$ cat src/rtl/uart_rx_ctrl.sv
// UART receive controller: detects a start bit on an oversampled serial line,
// samples the data bits LSB-first at the middle of each bit, checks the stop
// bit and hands the byte to a consumer through a valid/ready register.
//
// Ports:
//   clk        - single clock, rising edge
//   rst        - synchronous active-high reset
//   baud       - one-cycle tick, OVERSAMPLING ticks per bit period
//   rx         - synchronized serial input, idle high
//   data_ready - consumer accepts data this cycle
//   data       - last received word, held while data_valid is 1
//   data_valid - data holds an unconsumed word
//   busy       - a frame is in progress
//   frame_err  - one-cycle pulse when the stop bit samples 0
//   overrun    - one-cycle pulse when a good word is dropped
//
// OVERSAMPLING must be even and >= 2; DATA_BITS must be >= 2.
module uart_rx_ctrl #(
    parameter int unsigned OVERSAMPLING = 4,
    parameter int unsigned DATA_BITS    = 8
) (
    input  logic                 clk,
    input  logic                 rst,
    input  logic                 baud,
    input  logic                 rx,
    input  logic                 data_ready,
    output logic [DATA_BITS-1:0] data,
    output logic                 data_valid,
    output logic                 busy,
    output logic                 frame_err,
    output logic                 overrun
);

    localparam int unsigned TICK_W = (OVERSAMPLING > 2) ? $clog2(OVERSAMPLING) : 1;
    localparam int unsigned BIT_W  = (DATA_BITS > 2) ? $clog2(DATA_BITS) : 1;

    localparam logic [TICK_W-1:0] TICK_HALF = TICK_W'(OVERSAMPLING / 2 - 1);
    localparam logic [TICK_W-1:0] TICK_LAST = TICK_W'(OVERSAMPLING - 1);
    localparam logic [BIT_W-1:0]  BIT_LAST  = BIT_W'(DATA_BITS - 1);

    typedef enum logic [1:0] {
        IDLE  = 2'd0,
        START = 2'd1,
        DATA  = 2'd2,
        STOP  = 2'd3
    } state_e;

    state_e               state_q, state_d;
    logic [TICK_W-1:0]    tick_q, tick_d;
    logic [BIT_W-1:0]     bit_q, bit_d;
    logic [DATA_BITS-1:0] shift_q, shift_d;
    logic [DATA_BITS-1:0] data_q, data_d;
    logic                 valid_q, valid_d;
    logic                 busy_q, busy_d;
    logic                 ferr_q, ferr_d;
    logic                 ovr_q, ovr_d;
    logic                 deliver;

    // Next-state, sampling and handshake logic
    always_comb begin
        state_d = state_q;
        tick_d  = tick_q;
        bit_d   = bit_q;
        shift_d = shift_q;
        data_d  = data_q;
        valid_d = valid_q;
        ferr_d  = 1'b0;
        ovr_d   = 1'b0;
        deliver = 1'b0;

        if (baud) begin
            case (state_q)
                IDLE: begin
                    if (!rx) begin
                        state_d = START;
                        tick_d  = '0;
                    end
                end
                START: begin
                    // Mid-start-bit check filters glitches as false starts
                    if (tick_q == TICK_HALF) begin
                        tick_d = '0;
                        if (!rx) begin
                            state_d = DATA;
                            bit_d   = '0;
                        end else begin
                            state_d = IDLE;
                        end
                    end else begin
                        tick_d = tick_q + TICK_W'(1);
                    end
                end
                DATA: begin
                    if (tick_q == TICK_LAST) begin
                        shift_d = {rx, shift_q[DATA_BITS-1:1]};
                        tick_d  = '0;
                        if (bit_q == BIT_LAST) begin
                            state_d = STOP;
                            bit_d   = '0;
                        end else begin
                            bit_d = bit_q + BIT_W'(1);
                        end
                    end else begin
                        tick_d = tick_q + TICK_W'(1);
                    end
                end
                STOP: begin
                    if (tick_q == TICK_LAST) begin
                        state_d = IDLE;
                        tick_d  = '0;
                        if (rx) begin
                            deliver = 1'b1;
                        end else begin
                            ferr_d = 1'b1;
                        end
                    end else begin
                        tick_d = tick_q + TICK_W'(1);
                    end
                end
                default: state_d = IDLE;
            endcase
        end

        // A delivery wins over an accept; a full, unaccepted register drops it
        if (deliver) begin
            if (!valid_q || data_ready) begin
                data_d  = shift_q;
                valid_d = 1'b1;
            end else begin
                ovr_d = 1'b1;
            end
        end else if (valid_q && data_ready) begin
            valid_d = 1'b0;
        end

        busy_d = (state_d != IDLE);
    end

    // State and output registers
    always_ff @(posedge clk) begin
        if (rst) begin
            state_q <= IDLE;
            tick_q  <= '0;
            bit_q   <= '0;
            shift_q <= '0;
            data_q  <= '0;
            valid_q <= 1'b0;
            busy_q  <= 1'b0;
            ferr_q  <= 1'b0;
            ovr_q   <= 1'b0;
        end else begin
            state_q <= state_d;
            tick_q  <= tick_d;
            bit_q   <= bit_d;
            shift_q <= shift_d;
            data_q  <= data_d;
            valid_q <= valid_d;
            busy_q  <= busy_d;
            ferr_q  <= ferr_d;
            ovr_q   <= ovr_d;
        end
    end

    assign data       = data_q;
    assign data_valid = valid_q;
    assign busy       = busy_q;
    assign frame_err  = ferr_q;
    assign overrun    = ovr_q;

endmodule

$ cat config.mk
export PLATFORM = sky130hd
export DESIGN_NAME = uart_rx_ctrl
export DESIGN_NICKNAME = d
export VERILOG_FILES = /design/src/rtl/uart_rx_ctrl.sv
export SDC_FILE = /design/constraint.sdc
export NUM_CORES = 1
export LEC_CHECK = 0
export CAP_MARGIN = 20
export CELL_PAD_IN_SITES_DETAIL_PLACEMENT = 1
export CELL_PAD_IN_SITES_GLOBAL_PLACEMENT = 2
export CORE_ASPECT_RATIO = 2
export CORE_MARGIN = 1.5
export CORE_UTILIZATION = 33
export CTS_CLUSTER_DIAMETER = 200
export DETAILED_ROUTE_END_ITERATION = 10
export PLACE_DENSITY = 0.87
export RECOVER_POWER = 25
export SETUP_SLACK_MARGIN = 0.3
export SLEW_MARGIN = 20
export SYNTH_ARGS = -nofsm -noshare
export SYNTH_HDL_FRONTEND = slang
export SYNTH_SLANG_ARGS = --single-unit
export TNS_END_PERCENT = 20
$ cat constraint.sdc
create_clock -name clk -period 2 [get_ports clk]
set_clock_uncertainty 0.1 [all_clocks]
set_input_delay 0.4 -clock clk [delete_from_list [all_inputs] [get_ports clk]]
set_output_delay 0.4 -clock clk [all_outputs]
set_load 0.02 [all_outputs]
==> impl_results.md <==
- Outcome: finished clean
- Placed cell count: 199
- Setup slack on the worst flop-to-flop path: about 0.25 ns
- Maximum operating frequency: 571 MHz
- Fraction of final layout cells sized beyond drive strength 1: 0.0909
- Arr. time, crit path: ~1.9 ns
- Cell types with the largest area share after synthesis: dfxtp_1 43%, nand2_1 11%, mux2i_1 10%, ha_1 5.0%, a21oi_1 4.8%
- Antenna-violating nets left: 0
- Count of input and output buffers: 16
- Sequential-to-total area share from yosys stat: 0.428
- Clock tree from TritonCTS: built
- Overall power after layout: just over 900 µW
- Max H-tree Level: 1
- Setup repair after global routing missed its margin: true
- Root buffer selected by CTS: clkbuf_8
- Worst slew pin tran: 0.593 ns
- Count of routing violations after the opening detailed-route iteration: 10
- Non-Filler Instances: between 200 and 250
- Detailed placement HPWL: 2080 µm
- Startpoint Class: register
- Number of clock buffers inserted by TritonCTS: 3
- Boundary Pins: 17
- Sum of routed wire length over all layers: 2640 µm
- Total global routing track utilization: 0.139
- Yosys Warn Count: 0
- Area of the die: 4230 µm²
- Drt pass-1 iters: 3
- CP Capture Type: register
- Layout Area Growth over Synthesis: 17.6%
- Antenna cells: 0
- HP Class: register to register
- Power density over the cells: 620 nW/µm²
- Worst-path maximum fanout: 8
- Vertical die dimension: 90.5 µm
- Cell count after synthesis: 138
- Setup TNS: 0 ns
- Vias in the first global route: 1008
- DR DRC count: 0
- Placeable Area: 3650 µm²
- Gr ovfl total: 0
- Antenna violations before repair: 0
- Fin crit period: 1.75 ns
- Net count after synthesis: around 150
- Number of nets in the finished design: 165
- Leading cell type in the layout, fill and taps excluded: nand2_1
- Via total after detailed routing: roughly 980
- Post-synth cell types: 31
- Worst hold start: data[5]
- Data required time of the worst path: 2.10 ns
- Start point of the critical path: tick_q[0]
- Largest net degree at the start of global routing: 17
- Routed wire per std cell: 13.0 µm
- Die width: between 40 and 50 µm
- Max Slew Vio Count: 0
- Leakage power figure: 0.000534 µW
- Flop and latch count out of synthesis: 27
- Initial cell density of the core: 0.346
- Count of final hold-check violations: 0
- Worst flop-to-flop path startpoint: tick_q[0]
- Vias per inst: just under 5
- Reg clk slew, reported paths: 0.09 ns
- Fill count: 473
- Final estimated routing congestion in global placement: 0.694
- Clock tree sinks: 27
- Hold_ws: 0.359 ns
- Mean cell area of the mapped netlist: 9.15 µm²
- Type of the setup path with the least slack: register to register
- Share of the cycle needed by the critical path after routing: 0.876
- Maximum buffer depth of the clock tree: 2
- Final-report setup violation count: 0
- Count of max-cap constraint violations: 0
- Most frequent cells in the layout: 37 x nand2_1, 27 x dfxtp_1, 13 x mux2i_1, 12 x a21oi_1, 11 x clkdlybuf4s50_1
- Row count: 31
- Maximum vdd drop: 0.447 mV
- Post-synthesis cell type with the largest combined area: dfxtp_1
- Clock latency of the later-clocked register in the worst-skew pair: 0.27 ns
- Register cell area after layout: 541 µm²
- Total area of multi-input combinational cells: 623 µm²
- Area share of the largest cell type after synthesis: 0.428
- Netlist Area Pre-Place: 1260 µm²
- Wire length of the first global-routing pass: about 4500 µm
- Buffers inserted by post-CTS timing repair: 0
- Slew headroom: 0.604
==> routing by layer <==
metal	wire [µm]	track usage	up-vias
li1	-	-	499
met1	1070	0.165	462
met2	1500	0.248	12
met3	48	0.0180	2
met4	17	0.0347	0
met5	0	0	-
==> power breakdown <==
part,internal (µW),total (µW),switching (µW)
logic,28.9,60.9,32.0
registers,542,551,8.44
clock network,139,308,169
==> layout make-up <==
cell class                 instances  share of cell area
inverter                           5              0.0126
multi-input combinational         97               0.420
tap                               49              0.0413
clock inverter                     1             0.00337
sequential                        27               0.364
clock buffer                       3              0.0278
timing repair buffer              21               0.131
==> final timing paths <==
check,to,cells past startpoint
max reg2reg,data[0],4
min reg2reg,data[5],2
max,data[0],4
min,data[5],2
==> sequential cells by signal (all words and copies together), names as in the netlist <==
register and cells:
data 8, state_q 2, bit_q 3, tick_q 2, frame_err 1, data_valid 1, busy 1, overrun 1
shift_q 8
==> Yosys cell counts <==
cell type  instances
and4_4             1
o311a_1            1
nand4_1            1
a21oi_4            1
dfxtp_1           27
nor2b_1            2
nand3b_2           1
buf_2              2
and4b_1            1
o41ai_1            1
buf_6              3
buf_12             1
or4_1              1
ha_1               5
clkbuf_1           3
and4b_2            1
inv_1              5
o21ai_0            2
and3_4             1
nor2_1             1
nor3b_1            2
mux2i_1           13
nand2b_1           3
nand3_1            3
nand2_1           37
nor4_1             1
nand4b_2           1
o211ai_1           2
nand4bb_1          1
nor3_1             2
a21oi_1           12
==> stage by stage <==
step | setup slack [ns] | area (µm²) | util
finish | 0.249 | 1490 | 0.407
floorplan | 0.535 | 1260 | -
global route | 0.125 | 1490 | 0.407
detailed placement | 0.111 | 1460 | 0.400
CTS | 0.272 | 1510 | 0.413
global placement | 0.154 | 1460 | 0.400
==> worst max-delay path, cell delays in order (launching register included) <==
cell	delay, ns
dfxtp_1	0.40
ha_1	0.37
and3_1	0.25
and4_4	0.34
mux2i_1	0.22
==> timing repair <==
item	CTS	global route
gates resized for setup	3	2
hold buffers	0	0
endpoints found under the setup margin	19	14
==> cells by family after synthesis <==
family	Yosys count	share of synthesized area
adder cells (fa/ha/maj)	5	0.0496
AO/OA/AOI/OAI	19	0.0951
AND/OR/NAND/NOR	60	0.250
buffers and inverters	14	0.0743
multiplexers	13	0.103
flip-flops	27	0.428
Power figures use the tool's default switching activity.
